$ cat config.mk
export PLATFORM = sky130hd
export DESIGN_NAME = seq_store_ctrl_flat
export DESIGN_NICKNAME = d
export VERILOG_FILES = /design/src/rtl/morse_pkg.sv /design/src/rtl/seq_store_ctrl_if.sv /design/src/rtl/seq_slot_array.sv /design/src/rtl/seq_store_ctrl.sv /design/src/flat_wrapper.sv
export SDC_FILE = /design/constraint.sdc
export NUM_CORES = 1
export LEC_CHECK = 0
export CAP_MARGIN = 20
export CORE_ASPECT_RATIO = 1.25
export CORE_MARGIN = 1
export CORE_UTILIZATION = 33
export CTS_CLUSTER_SIZE = 40
export DETAILED_ROUTE_END_ITERATION = 7
export MAX_ROUTING_LAYER = met4
export PLACE_DENSITY = 0.46
export SYNTH_ARGS = -nofsm -noshare
export SYNTH_HDL_FRONTEND = slang
export SYNTH_HIERARCHICAL = 1
export SYNTH_SLANG_ARGS = --single-unit
$ cat constraint.sdc
create_clock -name clk -period 3.9 [get_ports clk]
set_input_delay 0.975 -clock clk [delete_from_list [all_inputs] [get_ports clk]]
set_output_delay 0.975 -clock clk [all_outputs]
set_load 0.02 [all_outputs]
$ cat src/rtl/morse_pkg.sv
// Shared types and constants for the Morse sequence store: sequence width,
// default depth, the invalid-sequence tag and the controller state encoding.
package morse_pkg;

  localparam int SEQ_W = 10;
  localparam int DEPTH_DEFAULT = 16;
  localparam logic [1:0] INVALID_TAG = 2'b11;

  typedef enum logic {
    ACCEPT = 1'b0,
    DRAIN  = 1'b1
  } state_t;

  function automatic logic is_valid_seq(input logic [SEQ_W-1:0] seq);
    return seq[SEQ_W-1 -: 2] != INVALID_TAG;
  endfunction

endpackage

$ cat src/rtl/seq_store_ctrl_if.sv
// Handshake bundle between the sequence separator, the store and the translator:
// an input pair channel and an output stream channel, both valid/ready.
interface seq_store_ctrl_if #(
  parameter int SEQ_W = morse_pkg::SEQ_W
);

  logic             in_valid;
  logic             in_ready;
  logic [SEQ_W-1:0] first_seq;
  logic [SEQ_W-1:0] sec_seq;
  logic             out_valid;
  logic             out_ready;
  logic [SEQ_W-1:0] out_seq;
  logic             out_last;

  modport master (
    output in_valid, first_seq, sec_seq, out_ready,
    input  in_ready, out_valid, out_seq, out_last
  );

  modport slave (
    input  in_valid, first_seq, sec_seq, out_ready,
    output in_ready, out_valid, out_seq, out_last
  );

endinterface

$ cat src/rtl/seq_slot_array.sv
// DEPTH x W register file with two write ports and one combinational read port.
// Port 0 wins if both ports ever target the same slot.
module seq_slot_array #(
  parameter int DEPTH = 16,
  parameter int W = 10,
  localparam int AW = $clog2(DEPTH)
) (
  input  logic          clk,
  input  logic          wr0_en,
  input  logic [AW-1:0] wr0_addr,
  input  logic [W-1:0]  wr0_data,
  input  logic          wr1_en,
  input  logic [AW-1:0] wr1_addr,
  input  logic [W-1:0]  wr1_data,
  input  logic [AW-1:0] rd_addr,
  output logic [W-1:0]  rd_data
);

  logic [W-1:0] slots [DEPTH];

  always_ff @(posedge clk) begin
    for (int i = 0; i < DEPTH; i++) begin
      if (wr0_en && wr0_addr == AW'(i)) begin
        slots[i] <= wr0_data;
      end else if (wr1_en && wr1_addr == AW'(i)) begin
        slots[i] <= wr1_data;
      end
    end
  end

  assign rd_data = slots[rd_addr];

endmodule

$ cat src/rtl/seq_store_ctrl.sv
// Buffers captured Morse sequence pairs in arrival order and, on enter, streams
// them oldest-first to the translator; the buffer is empty once the stream ends.
module seq_store_ctrl
  import morse_pkg::*;
#(
  parameter int DEPTH = DEPTH_DEFAULT
) (
  input  logic                   clk,
  input  logic                   reset,
  input  logic                   clear,
  input  logic                   enter,
  seq_store_ctrl_if.slave        bus,
  output logic [$clog2(DEPTH):0] count,
  output logic                   full,
  output logic                   empty,
  output logic                   overflow
);

  localparam int AW = $clog2(DEPTH);
  localparam int CW = AW + 1;

  state_t           state, state_next;
  logic [AW-1:0]    rd, rd_next;
  logic [CW-1:0]    count_next, count_acc, wr_inc;
  logic             overflow_next;
  logic             v_first, v_sec, in_fire, out_fire, last_beat;
  logic             room_two, drop_sec;
  logic             wr0_en, wr1_en;
  logic [AW-1:0]    wr0_addr, wr1_addr;
  logic [SEQ_W-1:0] wr0_data, rd_data;

  seq_slot_array #(.DEPTH(DEPTH), .W(SEQ_W)) u_slots (
    .clk      (clk),
    .wr0_en   (wr0_en),
    .wr0_addr (wr0_addr),
    .wr0_data (wr0_data),
    .wr1_en   (wr1_en),
    .wr1_addr (wr1_addr),
    .wr1_data (bus.sec_seq),
    .rd_addr  (rd),
    .rd_data  (rd_data)
  );

  // Invalid sequences are skipped, so a lone valid sec_seq lands in slot count.
  always_comb begin
    v_first   = is_valid_seq(bus.first_seq);
    v_sec     = is_valid_seq(bus.sec_seq);
    in_fire   = bus.in_valid && bus.in_ready && !clear;
    room_two  = count < CW'(DEPTH - 1);
    wr0_en    = in_fire && (v_first || v_sec);
    wr1_en    = in_fire && v_first && v_sec && room_two;
    drop_sec  = in_fire && v_first && v_sec && !room_two;
    wr0_data  = v_first ? bus.first_seq : bus.sec_seq;
    wr0_addr  = count[AW-1:0];
    wr1_addr  = wr0_addr + AW'(1);
    wr_inc    = CW'(wr0_en) + CW'(wr1_en);
    count_acc = count + wr_inc;
  end

  always_ff @(posedge clk) begin
    if (reset) begin
      state <= ACCEPT;
    end else begin
      state <= state_next;
    end
  end

  always_comb begin
    state_next = state;
    case (state)
      ACCEPT:  if (enter && count_acc != '0) state_next = DRAIN;
      DRAIN:   if (out_fire && last_beat) state_next = ACCEPT;
      default: state_next = ACCEPT;
    endcase
    if (clear) state_next = ACCEPT;
  end

  always_comb begin
    bus.in_ready  = (state == ACCEPT) && !full && !reset;
    bus.out_valid = (state == DRAIN);
    bus.out_seq   = (state == DRAIN) ? rd_data : '1;
    last_beat     = (state == DRAIN) && ({1'b0, rd} == count - CW'(1));
    bus.out_last  = last_beat;
  end

  assign out_fire = bus.out_valid && bus.out_ready;

  // Count only moves while accepting; a drain holds it until the final beat.
  always_comb begin
    count_next    = count;
    rd_next       = rd;
    overflow_next = overflow;
    if (state == ACCEPT) begin
      count_next    = count_acc;
      rd_next       = '0;
      overflow_next = overflow | drop_sec;
    end else if (out_fire) begin
      if (last_beat) begin
        count_next    = '0;
        rd_next       = '0;
        overflow_next = 1'b0;
      end else begin
        rd_next = rd + AW'(1);
      end
    end
  end

  always_ff @(posedge clk) begin
    if (reset || clear) begin
      count    <= '0;
      rd       <= '0;
      overflow <= 1'b0;
      full     <= 1'b0;
      empty    <= 1'b1;
    end else begin
      count    <= count_next;
      rd       <= rd_next;
      overflow <= overflow_next;
      full     <= (count_next == CW'(DEPTH));
      empty    <= (count_next == '0);
    end
  end

endmodule

$ cat src/flat_wrapper.sv
// flat-port wrapper written by rule: the top's interface ports become plain ports
module seq_store_ctrl_flat import morse_pkg::*;
#(
  parameter int DEPTH = DEPTH_DEFAULT
)
  (clk, reset, clear, enter, count, full, empty, overflow, bus_in_valid, bus_first_seq, bus_sec_seq, bus_out_ready, bus_in_ready, bus_out_valid, bus_out_seq, bus_out_last);
  seq_store_ctrl_if #(.SEQ_W(SEQ_W)) bus_i ();
  input  logic clk;
  input  logic reset;
  input  logic clear;
  input  logic enter;
  output logic [$clog2(DEPTH):0] count;
  output logic full;
  output logic empty;
  output logic overflow;
  input wire logic [$bits(bus_i.in_valid)-1:0] bus_in_valid;
  input wire logic [$bits(bus_i.first_seq)-1:0] bus_first_seq;
  input wire logic [$bits(bus_i.sec_seq)-1:0] bus_sec_seq;
  input wire logic [$bits(bus_i.out_ready)-1:0] bus_out_ready;
  output wire logic [$bits(bus_i.in_ready)-1:0] bus_in_ready;
  output wire logic [$bits(bus_i.out_valid)-1:0] bus_out_valid;
  output wire logic [$bits(bus_i.out_seq)-1:0] bus_out_seq;
  output wire logic [$bits(bus_i.out_last)-1:0] bus_out_last;
  assign bus_i.in_valid = bus_in_valid;
  assign bus_i.first_seq = bus_first_seq;
  assign bus_i.sec_seq = bus_sec_seq;
  assign bus_i.out_ready = bus_out_ready;
  assign bus_in_ready = bus_i.in_ready;
  assign bus_out_valid = bus_i.out_valid;
  assign bus_out_seq = bus_i.out_seq;
  assign bus_out_last = bus_i.out_last;
  seq_store_ctrl #(.DEPTH(DEPTH)) u_core (.clk(clk), .reset(reset), .clear(clear), .enter(enter), .bus(bus_i), .count(count), .full(full), .empty(empty), .overflow(overflow));
endmodule
== Yosys cells after proc, flatten, opt, wreduce, memory -nomap -nowiden ==
Memories as Yosys holds them, arrays and structs flattened. A register that Yosys moved wholly into a read port is not among the register bits.
Cells that the tools add are included.
Word-level totals
  flip-flop bits (word level): 13
  bits in latches: 0
  bits in writable memories: 160
  ROM bits: 0
  input bits: 26
  output and inout bits: 21
  word-level logic and storage cells: 291
  memories kept: 1
Operators by class
  $add $sub $neg: 5
  multiply operators: 0
  div/mod/pow operators: 0
  order comparisons: 1
  equality and inequality tests: 36
  shift operators: 0
  multiplexer cells: 152
  bitwise operators: 18
  reductions and logical operators: 72
Memories
  u_core.u_slots.slots: words 16, bits a word 10, rd ports 1, clocked after memory_dff 1, write ports 2, line seq_slot_array.sv:19  | logic [W-1:0] slots [DEPTH];
Operators by type and width (number)
  2-to-1 mux 10 bit: 32
  OR reduction 10 bit: 14
  2-to-1 mux 1 bit: 99
  2-to-1 mux 4 bit: 17
  equality test 4 bit (second input constant): 16
  logical AND 1 bit: 45
  equality test 4 x 3 -> 1 bit (second input constant): 8
  bitwise OR 1 bit: 17
  equality test 4 x 2 -> 1 bit (second input constant): 4
  2-to-1 mux 5 bit: 3
  adder 4 x 1 -> 4 bit (second input constant): 2
  equality test 4 x 1 -> 1 bit (second input constant): 2
  zero test 4 bit: 2
  inequality test 2 bit (second input constant): 4
  adder 5 bit: 1
  equality test 4 x 5 -> 1 bit: 1
  equality test 5 bit (second input constant): 1
  zero test 5 bit: 1
  < comparator 5 x 4 -> 1 bit (second input constant): 1
  nonzero test 5 bit: 1
  subtractor 5 x 1 -> 5 bit (second input constant): 1
  zero test 1 bit: 4
  OR reduction 2 bit: 2
  adder 1 x 1 -> 2 bit: 1
  other kinds (4): 5

== Depth between registers and ports, before layout ==
Gate-level depths: netlist (run 1).
  word-level depth: 21
  gate-level depth with buffers: 12
  depth with buffers taken out: 12

== Hierarchy ==
The synthesis (run 1) kept the hierarchy.
Modules (own cells, without submodules)
  seq_slot_array: instances 1, cells an instance 503, area each 8395.6 sq um, sequential area each 4804.6 sq um
  seq_store_ctrl: instances 1, cells an instance 135, area each 1103.6 sq um, sequential area each 260.2 sq um

== Worst setup path after synthesis (run 1) ==
OpenSTA, ideal clock, no wires.
  path type: input to register
  start point: in clear
  end point: mem u_core.u_slots.slots[0][0], enable pin
  setup time: 393 ps
  data arrival time: 2953 ps
  data required time: 3507 ps
  slack: 554 ps
  cell stages on the path: 7
  path buffers: 1
  cells stage by stage: nor2_1 > nand3_1 > a41o_1 > inv_1 > or3b_1 > buf_2 > o31ai_1
RTL lines
  start, declared: line flat_wrapper.sv:10  | input logic clear;
  end, declared: line seq_slot_array.sv:19

==> run summary, run 1 <==
Slew @ Worst Pin: 893 ps
cells after synthesis: 638
first-pass GRT wire length: 40900 um
Seq/Total Area, Yosys: 0.533
Worst path max stage delay: 560 ps
setup_tns: 0 ps
fin nets: 737
synth unique cells: 52
clk sink count: 173
GRT overflow: 0
Worst-Skew Late Latency: 440 ps
row count: 69
maximum vdd drop: 260 uV
TritonCTS clock tree: yes
critical path arrival: 2760 ps
First-pass DRT Iterations: 4
Total GRT Usage: 0.201
DIE AREA: 29500 um^2
Clock Path Buffers: 2
crit-path cells: buf_12 > mux4_2 > a22oi_1 > nand2_1 > nand2b_1 > clkdlybuf4s50_1
Max Clock Freq: 268 MHz
Die W: 154 um
WS Path Type: flop to output port
port buffer count: 46
Final ANT Viol Nets: 0
Post-route DRC: 0
worst min-delay path class: flop to flop
most frequent cells in the layout: 168 x mux2_2, 160 x edfxtp_1, 47 x buf_4, 44 x clkdlybuf4s50_1, 40 x mux4_2
uppermost layer routed: met4
n_diodes: 0
Num CTS Buffers: 17
Layout area overhead: 19.2%
largest net degree at the start of global routing: 22
final hold vios: 0
met2 WL post-DR: 14400 um
Final Instance Area: 11300 um^2
Critical-path top delay cell: clkdlybuf4s50_1
Post-synth EDFFs: 160
most common cell after layout, fill and taps aside: mux2_2
Starting Density: 0.334
vias in the first global route: 6188
cell area after synthesis: 9500 um^2
Leak: 0.00379 uW
Rel. slew slack: 0.403
initial antenna violation count: 0
Clock Tree Root: clkbuf_16
met3 wire length: 1030 um
CP top delay family: buffers and inverters
final worst path period need: 3740 ps
die height: 192 um
DR vias/cell: 5.51
Critical Path End Type: output port
Post-synth top flop: edfxtp_1
via count: 5923
Syn Area/Cell: 14.9 um^2
Reg clk slew, reported paths: 70 ps
crit start category: flop
status: completed
Crit Path Max Fanout: 21
RSZ-0062 raised after global routing: false
Yosys reg bits: 173
routed len/inst: 25.4 um
DRT iter0 DRCs: 477
Final GP Congestion: 0.812
setup violators final: 0
WL final: 27300 um
Async SR Flop Fraction: 0
share of layout cells above drive strength 1: 0.441
Placed Area: 10700 um^2
Final HPWL DP: 18000 um
WHS: 552 ps
final worst clock skew: 12.6 ps
io pins: 47
YS warnings: 6
H-Tree Level Count: 4
syn_nets: 669
core area: 28400 um^2
Slew Limit Fails: 0
crit path buf inv count: 2
Req. time, crit path: 2920 ps
crit share post-route: 0.958
M1 WL: 11400 um
Hold Buf Count CTS: 0
max cap viols: 0
PwrDens: 361 nW/um^2
==> layer usage <==
layer | up-vias | global-route usage
met2 | 134 | 0.351
met5 | - | -
met4 | 0 | 0.0573
met3 | 26 | 0.0287
met1 | 3102 | 0.242
li1 | 2661 | -
==> per-stage QoR <==
step | power, uW | setup WS (ps) | cells | utilization
3_3_place_gp | 2400 | 87.5 | 1038 | 0.376
3_5_place_dp | 2410 | 63.2 | 1039 | 0.376
6_report | 4080 | 163 | 1074 | 0.399
2_1_floorplan | 2290 | 554 | 638 | -
5_1_grt | 4230 | 44.8 | 1074 | 0.399
4_1_cts | 4130 | 70.0 | 1074 | 0.398
==> worst register-to-register path: stages (launching register included) <==
cell,delay [ps]
dfxtp_1,790
nand3_1,190
xnor2_1,310
and2_1,360
o211a_1,600
mux2_2,410
==> synthesized netlist by cell type (2+ instances only) <==
master       n  area share
a2bb2oi_1    2      0.0018
o211a_1      3      0.0032
nor2_1      14      0.0055
nand4_1      2      0.0013
o311ai_4     3      0.0083
and2_1       2      0.0013
nor2b_1      5      0.0033
nand2b_1    18       0.012
xnor2_1      7      0.0065
buf_6        2      0.0024
nand3_1      5      0.0026
mux2_2     168        0.20
ha_1         4      0.0053
and3b_1      2      0.0018
a41o_1       3      0.0032
nand3b_1     7      0.0055
buf_4        2      0.0016
nor3_1       3      0.0016
a21boi_0     2      0.0016
o22a_1       3      0.0028
xor2_1       4      0.0037
nand2_1     37       0.015
buf_1        3      0.0012
a21oi_1      4      0.0021
a22oi_1     20       0.016
o21ai_0     14      0.0074
dfxtp_1     13       0.027
o211ai_2    10       0.013
edfxtp_1   160        0.51
o31ai_1      4      0.0032
mux4_2      40       0.095
buf_2       12      0.0063
clkbuf_1    34       0.013
inv_1        8      0.0032
==> final cells by class <==
| class | instances | area (um^2) |
|---|---|---|
| fillers | 2607 | 17100 |
| flip-flops and latches | 173 | 5070 |
| multi-input cells | 404 | 4190 |
| repair buffers | 102 | 990 |
| clock buffers | 22 | 529 |
| well taps | 355 | 444 |
| clock inverters | 10 | 68.8 |
| inverters | 8 | 30.0 |
==> worst paths after layout <==
check                   from                           to  slack, ps  depth (start not counted)
min reg2reg  u_core/overflow              u_core/overflow        550                          2
min          u_core/overflow              u_core/overflow        550                          2
max             u_core/rd[1]               bus_out_seq[1]        160                          6
max reg2reg  u_core/count[2]  u_core/u_slots/slots[13][5]        980                          5
==> what timing repair did <==
action,CTS,global route
buffers inserted,3,0
resized for setup,1,3
endpoints found under the setup margin,7,3
==> where the power goes <==
part / switching [uW] / internal [uW]
sequential: 3.58 / 2050
combinational: 160 / 160
clock: 742 / 973
==> cells by family (layout without fill, tap and decap cells) <==
| logic type | after synthesis | in the layout | synth area share |
|---|---|---|---|
| buffers and inverters | 61 | 142 | 0.0281 |
| muxes | 209 | 209 | 0.295 |
| adders and majority gates | 5 | 5 | 0.00738 |
| and+or+nand+nor | 103 | 103 | 0.0566 |
| AOI/OAI and AO/OA | 76 | 76 | 0.0695 |
| xor gates and xnor gates | 11 | 11 | 0.0101 |
| DFF | 173 | 173 | 0.533 |
==> flip-flops by register name (all words and copies together) (netlist names) <==
name and cells:
u_core/u_slots/slots 160, u_core/bus.out_valid 1, u_core/rd 4, u_core/full 1
u_core/overflow 1, u_core/count 5, u_core/empty 1
Power figures use the tool's default switching activity.
==> run 2: changes to the inputs <==
--- a/config.mk
+++ b/config.mk
@@ -5,6 +5,7 @@
 export SDC_FILE = /design/constraint.sdc
 export NUM_CORES = 1
 export LEC_CHECK = 0
+export ABC_AREA = 1
 export CAP_MARGIN = 20
 export CORE_ASPECT_RATIO = 1.25
 export CORE_MARGIN = 1
@@ -13,6 +14,7 @@
 export DETAILED_ROUTE_END_ITERATION = 7
 export MAX_ROUTING_LAYER = met4
 export PLACE_DENSITY = 0.46
+export SLEW_MARGIN = 30
 export SYNTH_ARGS = -nofsm -noshare
 export SYNTH_HDL_FRONTEND = slang
 export SYNTH_HIERARCHICAL = 1
==> run summary, run 2 <==
Die W: 159 um (was 154 um)
cells after synthesis: 1319 (was 638)
H-Tree Level Count: 4 (unchanged)
syn_nets: 1350 (was 669)
Hold Buf Count CTS: 0 (unchanged)
Max Clock Freq: 267 MHz (was 268 MHz)
Async SR Flop Fraction: 0 (unchanged)
setup violators final: 0 (unchanged)
Layout area overhead: 13.6% (was 19.2%)
crit share post-route: 0.961 (was 0.958)
Final HPWL DP: 21100 um (was 18000 um)
port buffer count: 46 (unchanged)
Worst path max stage delay: 530 ps (was 560 ps)
crit start category: flop (unchanged)
Final GP Congestion: 0.849 (was 0.812)
Post-synth top flop: edfxtp_1 (unchanged)
most frequent cells in the layout: 470 x nand2_1, 162 x inv_1, 160 x edfxtp_1, 147 x nand3_1, 89 x o21ai_0 (was 168 x mux2_2, 160 x edfxtp_1, 47 x buf_4, 44 x clkdlybuf4s50_1, 40 x mux4_2)
M1 WL: 14500 um (was 11400 um)
most common cell after layout, fill and taps aside: nand2_1 (was mux2_2)
Worst-Skew Late Latency: 430 ps (was 440 ps)
Crit Path Max Fanout: 49 (was 21)
met3 wire length: 1450 um (was 1030 um)
max cap viols: 0 (unchanged)
Slew Limit Fails: 0 (unchanged)
Starting Density: 0.336 (was 0.334)
DRT iter0 DRCs: 730 (was 477)
TritonCTS clock tree: yes (unchanged)
Final ANT Viol Nets: 0 (unchanged)
Fill cells: 3144 (was 2607)
Reg with most FFs: u_core/u_slots/slots (unchanged)
Yosys reg bits: 173 (unchanged)
top-count cell post-synth: nand2_1 (was mux2_2)
DIE AREA: 31500 um^2 (was 29500 um^2)
final worst clock skew: 6.62 ps (was 12.6 ps)
fin util: 0.382 (was 0.399)
Reg clk slew, reported paths: 60 ps (was 70 ps)
Req. time, crit path: 2920 ps (about the same)
Clock Tree Root: clkbuf_16 (unchanged)
crit path buf inv count: 2 (unchanged)
Critical-path top delay cell: clkdlybuf4s50_1 (unchanged)
Rel. slew slack: 0.373 (was 0.403)
crit-path cells: buf_6 > nand2_1 > nand3_1 > nand3_1 > nand3_1 > nand2_1 > or2_2 > clkdlybuf4s50_1 (was buf_12 > mux4_2 > a22oi_1 > nand2_1 > nand2b_1 > clkdlybuf4s50_1)
synth unique cells: 30 (was 52)
YS warnings: 6 (unchanged)
Num CTS Buffers: 17 (unchanged)
DR vias/cell: 4.87 (was 5.51)
share of layout cells above drive strength 1: 0.0955 (was 0.441)
PwrDens: 352 nW/um^2 (was 361 nW/um^2)
area fraction of the dominant cell type after synthesis: 0.473 (was 0.506)
cell area after synthesis: 10100 um^2 (was 9500 um^2)
biggest regs: u_core/u_slots/slots x160, u_core/count x5, u_core/rd x4 (unchanged)
Synth area leader: edfxtp_1 (unchanged)
clk sink count: 173 (unchanged)
max FFs per register: 160 (unchanged)
Leak: 0.00503 uW (was 0.00379 uW)
CP top delay family: simple AND/OR/NAND/NOR gates (was buffers and inverters)
most frequent CP cell: nand3_1
Total GRT Usage: 0.217 (was 0.201)
setup slack, reg-to-reg: 1000 ps (was 980 ps)
Seq/Total Area, Yosys: 0.499 (was 0.533)
routed len/inst: 18.5 um (was 25.4 um)
placed cells: 1709 (was 1039)
First-pass DRT Iterations: 5 (was 4)
post-CTS setup buffers: 0 (was 3)
Slew @ Worst Pin: 938 ps (was 893 ps)
WL final: 32200 um (was 27300 um)
core area: 30200 um^2 (was 28400 um^2)
io pins: 47 (unchanged)
vias in the first global route: 8101 (was 6188)
maximum vdd drop: 319 uV (was 260 uV)
row count: 71 (was 69)
Final Power: 4050 uW (was 4080 uW)
first-pass GRT wire length: 48900 um (was 40900 um)
Critical Path End Type: output port (unchanged)
Area contributors post-synth: edfxtp_1 47%, nand2_1 17%, nand3_1 7.2%, inv_1 6.0%, o21ai_0 4.4% (was edfxtp_1 51%, mux2_2 20%, mux4_2 9.5%, dfxtp_1 2.7%, a22oi_1 1.6%)
status: completed (unchanged)
Post-route DRC: 0 (unchanged)
die height: 198 um (was 192 um)
WS Path Type: flop to output port (unchanged)
critical path arrival: 2770 ps (was 2760 ps)
via count: 8480 (was 5923)
largest net degree at the start of global routing: 81 (was 22)
Clock Path Buffers: 2 (unchanged)
RSZ-0062 raised after global routing: false (unchanged)
fin nets: 1358 (was 737)
uppermost layer routed: met4 (unchanged)
Final Instance Count excl. Fillers: 1742 (was 1074)
number of gates given a new drive strength after cts: 0 (was 1)
Syn Area/Cell: 7.69 um^2 (was 14.9 um^2)
initial antenna violation count: 0 (unchanged)
final worst path period need: 3750 ps (was 3740 ps)
met2 WL post-DR: 15500 um (was 14400 um)
Post-synth EDFFs: 160 (unchanged)
final hold vios: 0 (unchanged)
GRT overflow: 0 (unchanged)
setup_tns: 0 ps (unchanged)
worst min-delay path class: flop to flop (unchanged)
most instantiated cells after synthesis: 470 x nand2_1, 162 x inv_1, 160 x edfxtp_1, 147 x nand3_1, 89 x o21ai_0 (was 168 x mux2_2, 160 x edfxtp_1, 40 x mux4_2, 37 x nand2_1, 34 x clkbuf_1)
==> run 2: changes by cell type after synthesis, moves of 10 or more <==
cell | previous run | this run
a22oi_1 | 20 | 0
buf_2 | 12 | 36
buf_4 | 2 | 12
inv_1 | 8 | 162
inv_2 | 0 | 13
mux2_2 | 168 | 0
mux4_2 | 40 | 0
nand2_1 | 37 | 470
nand2b_1 | 18 | 0
nand3_1 | 5 | 147
o211ai_2 | 10 | 0
o21ai_0 | 14 | 89
o21ai_1 | 0 | 72
o21ai_2 | 0 | 10
==> run 2: cell families after synthesis <==
kind of cell               count (synthesis)  synth area share
and+or+nand+nor                          678             0.281
buffers and inverters                    274             0.113
AOI/OAI and AO/OA                        182            0.0937
DFF                                      173             0.499
xor gates and xnor gates                   7           0.00604
adders and majority gates                  5           0.00690
==> run 2: layout make-up <==
class / instances / area, um^2 / share of cell area
Clock buffer: 17 / 425 / 0.0369
Multi-Input combinational cell: 872 / 3940 / 0.341
Tap cell: 401 / 502 / 0.0435
Timing Repair Buffer: 86 / 790 / 0.0685
Antenna cell: 1 / 2.50 / 0.000217
Sequential cell: 173 / 5070 / 0.440
Clock inverter: 15 / 141 / 0.0123
Inverter: 177 / 664 / 0.0576
==> run 2: routing by layer <==
metal / GRT usage / vias to the layer above
met5: - / -
li1: - / 4249
met2: 0.362 / 222
met3: 0.0283 / 47
met4: 0.0702 / 0
met1: 0.273 / 3962
==> run 2: final timing paths <==
path / cells past startpoint / start / end
setup reg to reg: 9 / u_core/count[2] / u_core/u_slots/slots[2][4]
hold / removal: 2 / u_core/rd[2] / u_core/rd[2]
setup / recovery: 8 / u_core/rd[0] / bus_out_seq[3]
hold reg to reg: 2 / u_core/rd[2] / u_core/rd[2]
==> run 2: report_power, final <==
group | internal [uW] | switching (uW) | total [uW]
sequential | 2050 | 3.12 | 2050
combinational | 117 | 230 | 347
clock | 887 | 769 | 1660
==> run 2: metrics by stage <==
stage                     hold WS (ps)  cell area (um^2)  worst slack [ps]
after floorplan                    494             10100               368
after global placement             543             11000               206
after detailed placement           553             11000               188
after CTS                          567             11500             0.396
after global routing               618             11500              59.3
final                              566             11500               154
==> run 2: tightest hold or removal path, cell delays in order, from the launching register on <==
cell     delay (ps)
dfxtp_1         370
nand2_1          90
a21oi_1          50
==> run 3: changes to the inputs <==
--- a/config.mk
+++ b/config.mk
@@ -12,6 +12,7 @@
 export CORE_UTILIZATION = 33
 export CTS_CLUSTER_SIZE = 40
 export DETAILED_ROUTE_END_ITERATION = 7
+export GPL_TIMING_DRIVEN = 0
 export MAX_ROUTING_LAYER = met4
 export PLACE_DENSITY = 0.46
 export SLEW_MARGIN = 30
==> run summary, run 3 (synthesis gave the netlist of run 2 again) <==
PwrDens: 348 nW/um^2 (was 352 nW/um^2)
setup_tns: 0 ps (unchanged)
max cap viols: 0 (unchanged)
register area: 5070 um^2 (about the same)
final hold vios: 0 (unchanged)
final worst path period need: 3780 ps (was 3750 ps)
fin util: 0.390 (was 0.382)
Die W: 159 um (unchanged)
Worst-Skew Late Latency: 440 ps (was 430 ps)
n_diodes: 0 (was 1)
most common cell after layout, fill and taps aside: nand2_1 (unchanged)
Layout area overhead: 16.2% (was 13.6%)
Final HPWL DP: 25800 um (was 21100 um)
fin nets: 1423 (was 1358)
Fill cells: 3139 (was 3144)
Slew Limit Fails: 0 (unchanged)
Post-route DRC: 0 (unchanged)
maximum vdd drop: 274 uV (was 319 uV)
Req. time, crit path: 2920 ps (about the same)
First-pass DRT Iterations: 5 (unchanged)
share of layout cells above drive strength 1: 0.115 (was 0.0955)
DRT iter0 DRCs: 661 (was 730)
Reg with most FFs: u_core/u_slots/slots (unchanged)
H-Tree Level Count: 4 (unchanged)
first-pass GRT wire length: 52500 um (was 48900 um)
WS Path Type: flop to output port (unchanged)
initial antenna violation count: 1 (was 0)
Crit Path Max Fanout: 10 (was 49)
Crit. Startpoint: u_core/rd[0] (unchanged)
Slew @ Worst Pin: 1080 ps (was 938 ps)
Rel. slew slack: 0.279 (was 0.373)
crit start category: flop (unchanged)
crit path buf inv count: 4 (was 2)
Hold Startpoint: u_core/rd[1] (was u_core/rd[2])
DR vias/cell: 4.88 (was 4.87)
core area: 30200 um^2 (unchanged)
Clock Tree Root: clkbuf_16 (unchanged)
area of the multi-input gates: 3950 um^2 (was 3940 um^2)
Hold Buf Count CTS: 0 (unchanged)
vias in the first global route: 8622 (was 8101)
max FFs per register: 160 (unchanged)
most frequent cells in the layout: 470 x nand2_1, 162 x inv_1, 160 x edfxtp_1, 147 x nand3_1, 81 x o21ai_0 (was 470 x nand2_1, 162 x inv_1, 160 x edfxtp_1, 147 x nand3_1, 89 x o21ai_0)
Reg clk slew, reported paths: 70 ps (was 60 ps)
worst min-delay path class: flop to flop (unchanged)
Critical Path End Type: output port (unchanged)
crit share post-route: 0.969 (was 0.961)
row count: 71 (unchanged)
Max Clock Freq: 265 MHz (was 267 MHz)
crit-path cells: buf_6 > inv_2 > buf_2 > nand2_1 > nand3_1 > nand3_1 > nand3_1 > nand2_1 > or2_2 > clkdlybuf4s50_1 (was buf_6 > nand2_1 > nand3_1 > nand3_1 > nand3_1 > nand2_1 > or2_2 > clkdlybuf4s50_1)
Starting Density: 0.336 (unchanged)
Total GRT Usage: 0.237 (was 0.217)
final worst clock skew: 10.5 ps (was 6.62 ps)
setup violators final: 0 (unchanged)
Clock Path Buffers: 2 (unchanged)
io pins: 47 (unchanged)
Critical-path top delay cell: clkdlybuf4s50_1 (unchanged)
TritonCTS clock tree: yes (unchanged)
Num CTS Buffers: 17 (unchanged)
via count: 8816 (was 8480)
Final GP Congestion: 0.907 (was 0.849)
status: completed (unchanged)
clk sink count: 173 (unchanged)
largest net degree at the start of global routing: 17 (was 81)
die height: 198 um (unchanged)
WL final: 35400 um (was 32200 um)
Final ANT Viol Nets: 0 (unchanged)
GRT overflow: 0 (unchanged)
port buffer count: 46 (unchanged)
biggest regs: u_core/u_slots/slots x160, u_core/count x5, u_core/rd x4 (unchanged)
Reg-to-Reg Start: u_core/bus.out_valid (was u_core/count[2])
Leak: 0.00515 uW (was 0.00503 uW)
routed len/inst: 19.6 um (was 18.5 um)
critical path arrival: 2800 ps (was 2770 ps)
CP top delay family: buffers and inverters (was simple AND/OR/NAND/NOR gates)
DIE AREA: 31500 um^2 (unchanged)
Worst path max stage delay: 540 ps (was 530 ps)
most frequent CP cell: nand3_1 (unchanged)
==> run 3: worst register-to-register path, cell delays in order, from the launching register on <==
cell      delay, ps
dfxtp_1         320
nor3_1          230
nand3b_1        200
nor3_1          230
inv_1            60
nor2_1          250
inv_1           100
fa_1            360
inv_1            80
ha_1            190
nand3_1         100
xor2_1          180
o21ai_0         220
inv_1            70
nand3_1          80
nand2_1          50
==> run 3: path summary, 6_finish.rpt <==
| path | endpoint | slack [ps] | cells past startpoint |
|---|---|---|---|
| max | bus_out_seq[8] | 120 | 10 |
| min | u_core/rd[1] | 510 | 2 |
| max reg2reg | u_core/empty | 1070 | 15 |
| min reg2reg | u_core/rd[1] | 510 | 2 |
==> run 3: final cells by class <==
type,instances,share of cell area
Clock buffer,18,0.0364
Sequential cell,173,0.430
Tap cell,401,0.0426
Timing Repair Buffer,54,0.0451
Inverter,177,0.0567
Buffer,97,0.0424
Multi-Input combinational cell,872,0.335
Clock inverter,13,0.0120
==> run 3: layer usage <==
layer / track usage / vias up / wire, um
met3: 0.0327 / 78 / 2030
met1: 0.267 / 4082 / 14000
met2: 0.412 / 277 / 17700
li1: - / 4379 / -
met4: 0.120 / 0 / 1730
met5: - / - / 0
==> run 3: what timing repair did <==
action | in CTS | in global routing
endpoints found under the setup margin | 11 | 52
buffers inserted | 0 | 3
pin swaps | 0 | 0
resized for setup | 7 | 15
cloned | 0 | 0
==> run 3: report_power, final <==
group | internal (uW) | leakage [uW] | switching (uW) | total [uW]
logic | 122 | 0.00333 | 236 | 358
clock network | 944 | 0.000270 | 753 | 1700
registers | 2050 | 0.00155 | 3.68 | 2050
total | 3110 | 0.00515 | 993 | 4110
==> run 3: per-stage QoR <==
step	hold slack (ps)	cell area (um^2)	setup slack, ps	total power [uW]	std cells
finish	514	11800	121	4110	1805
global placement	546	11100	-1120	2440	1766
detailed placement	556	11200	-426	2450	1771
global route	543	11800	-2.49	4240	1805
floorplan	494	10100	368	2300	1319
CTS	568	11800	3.41	4140	1802
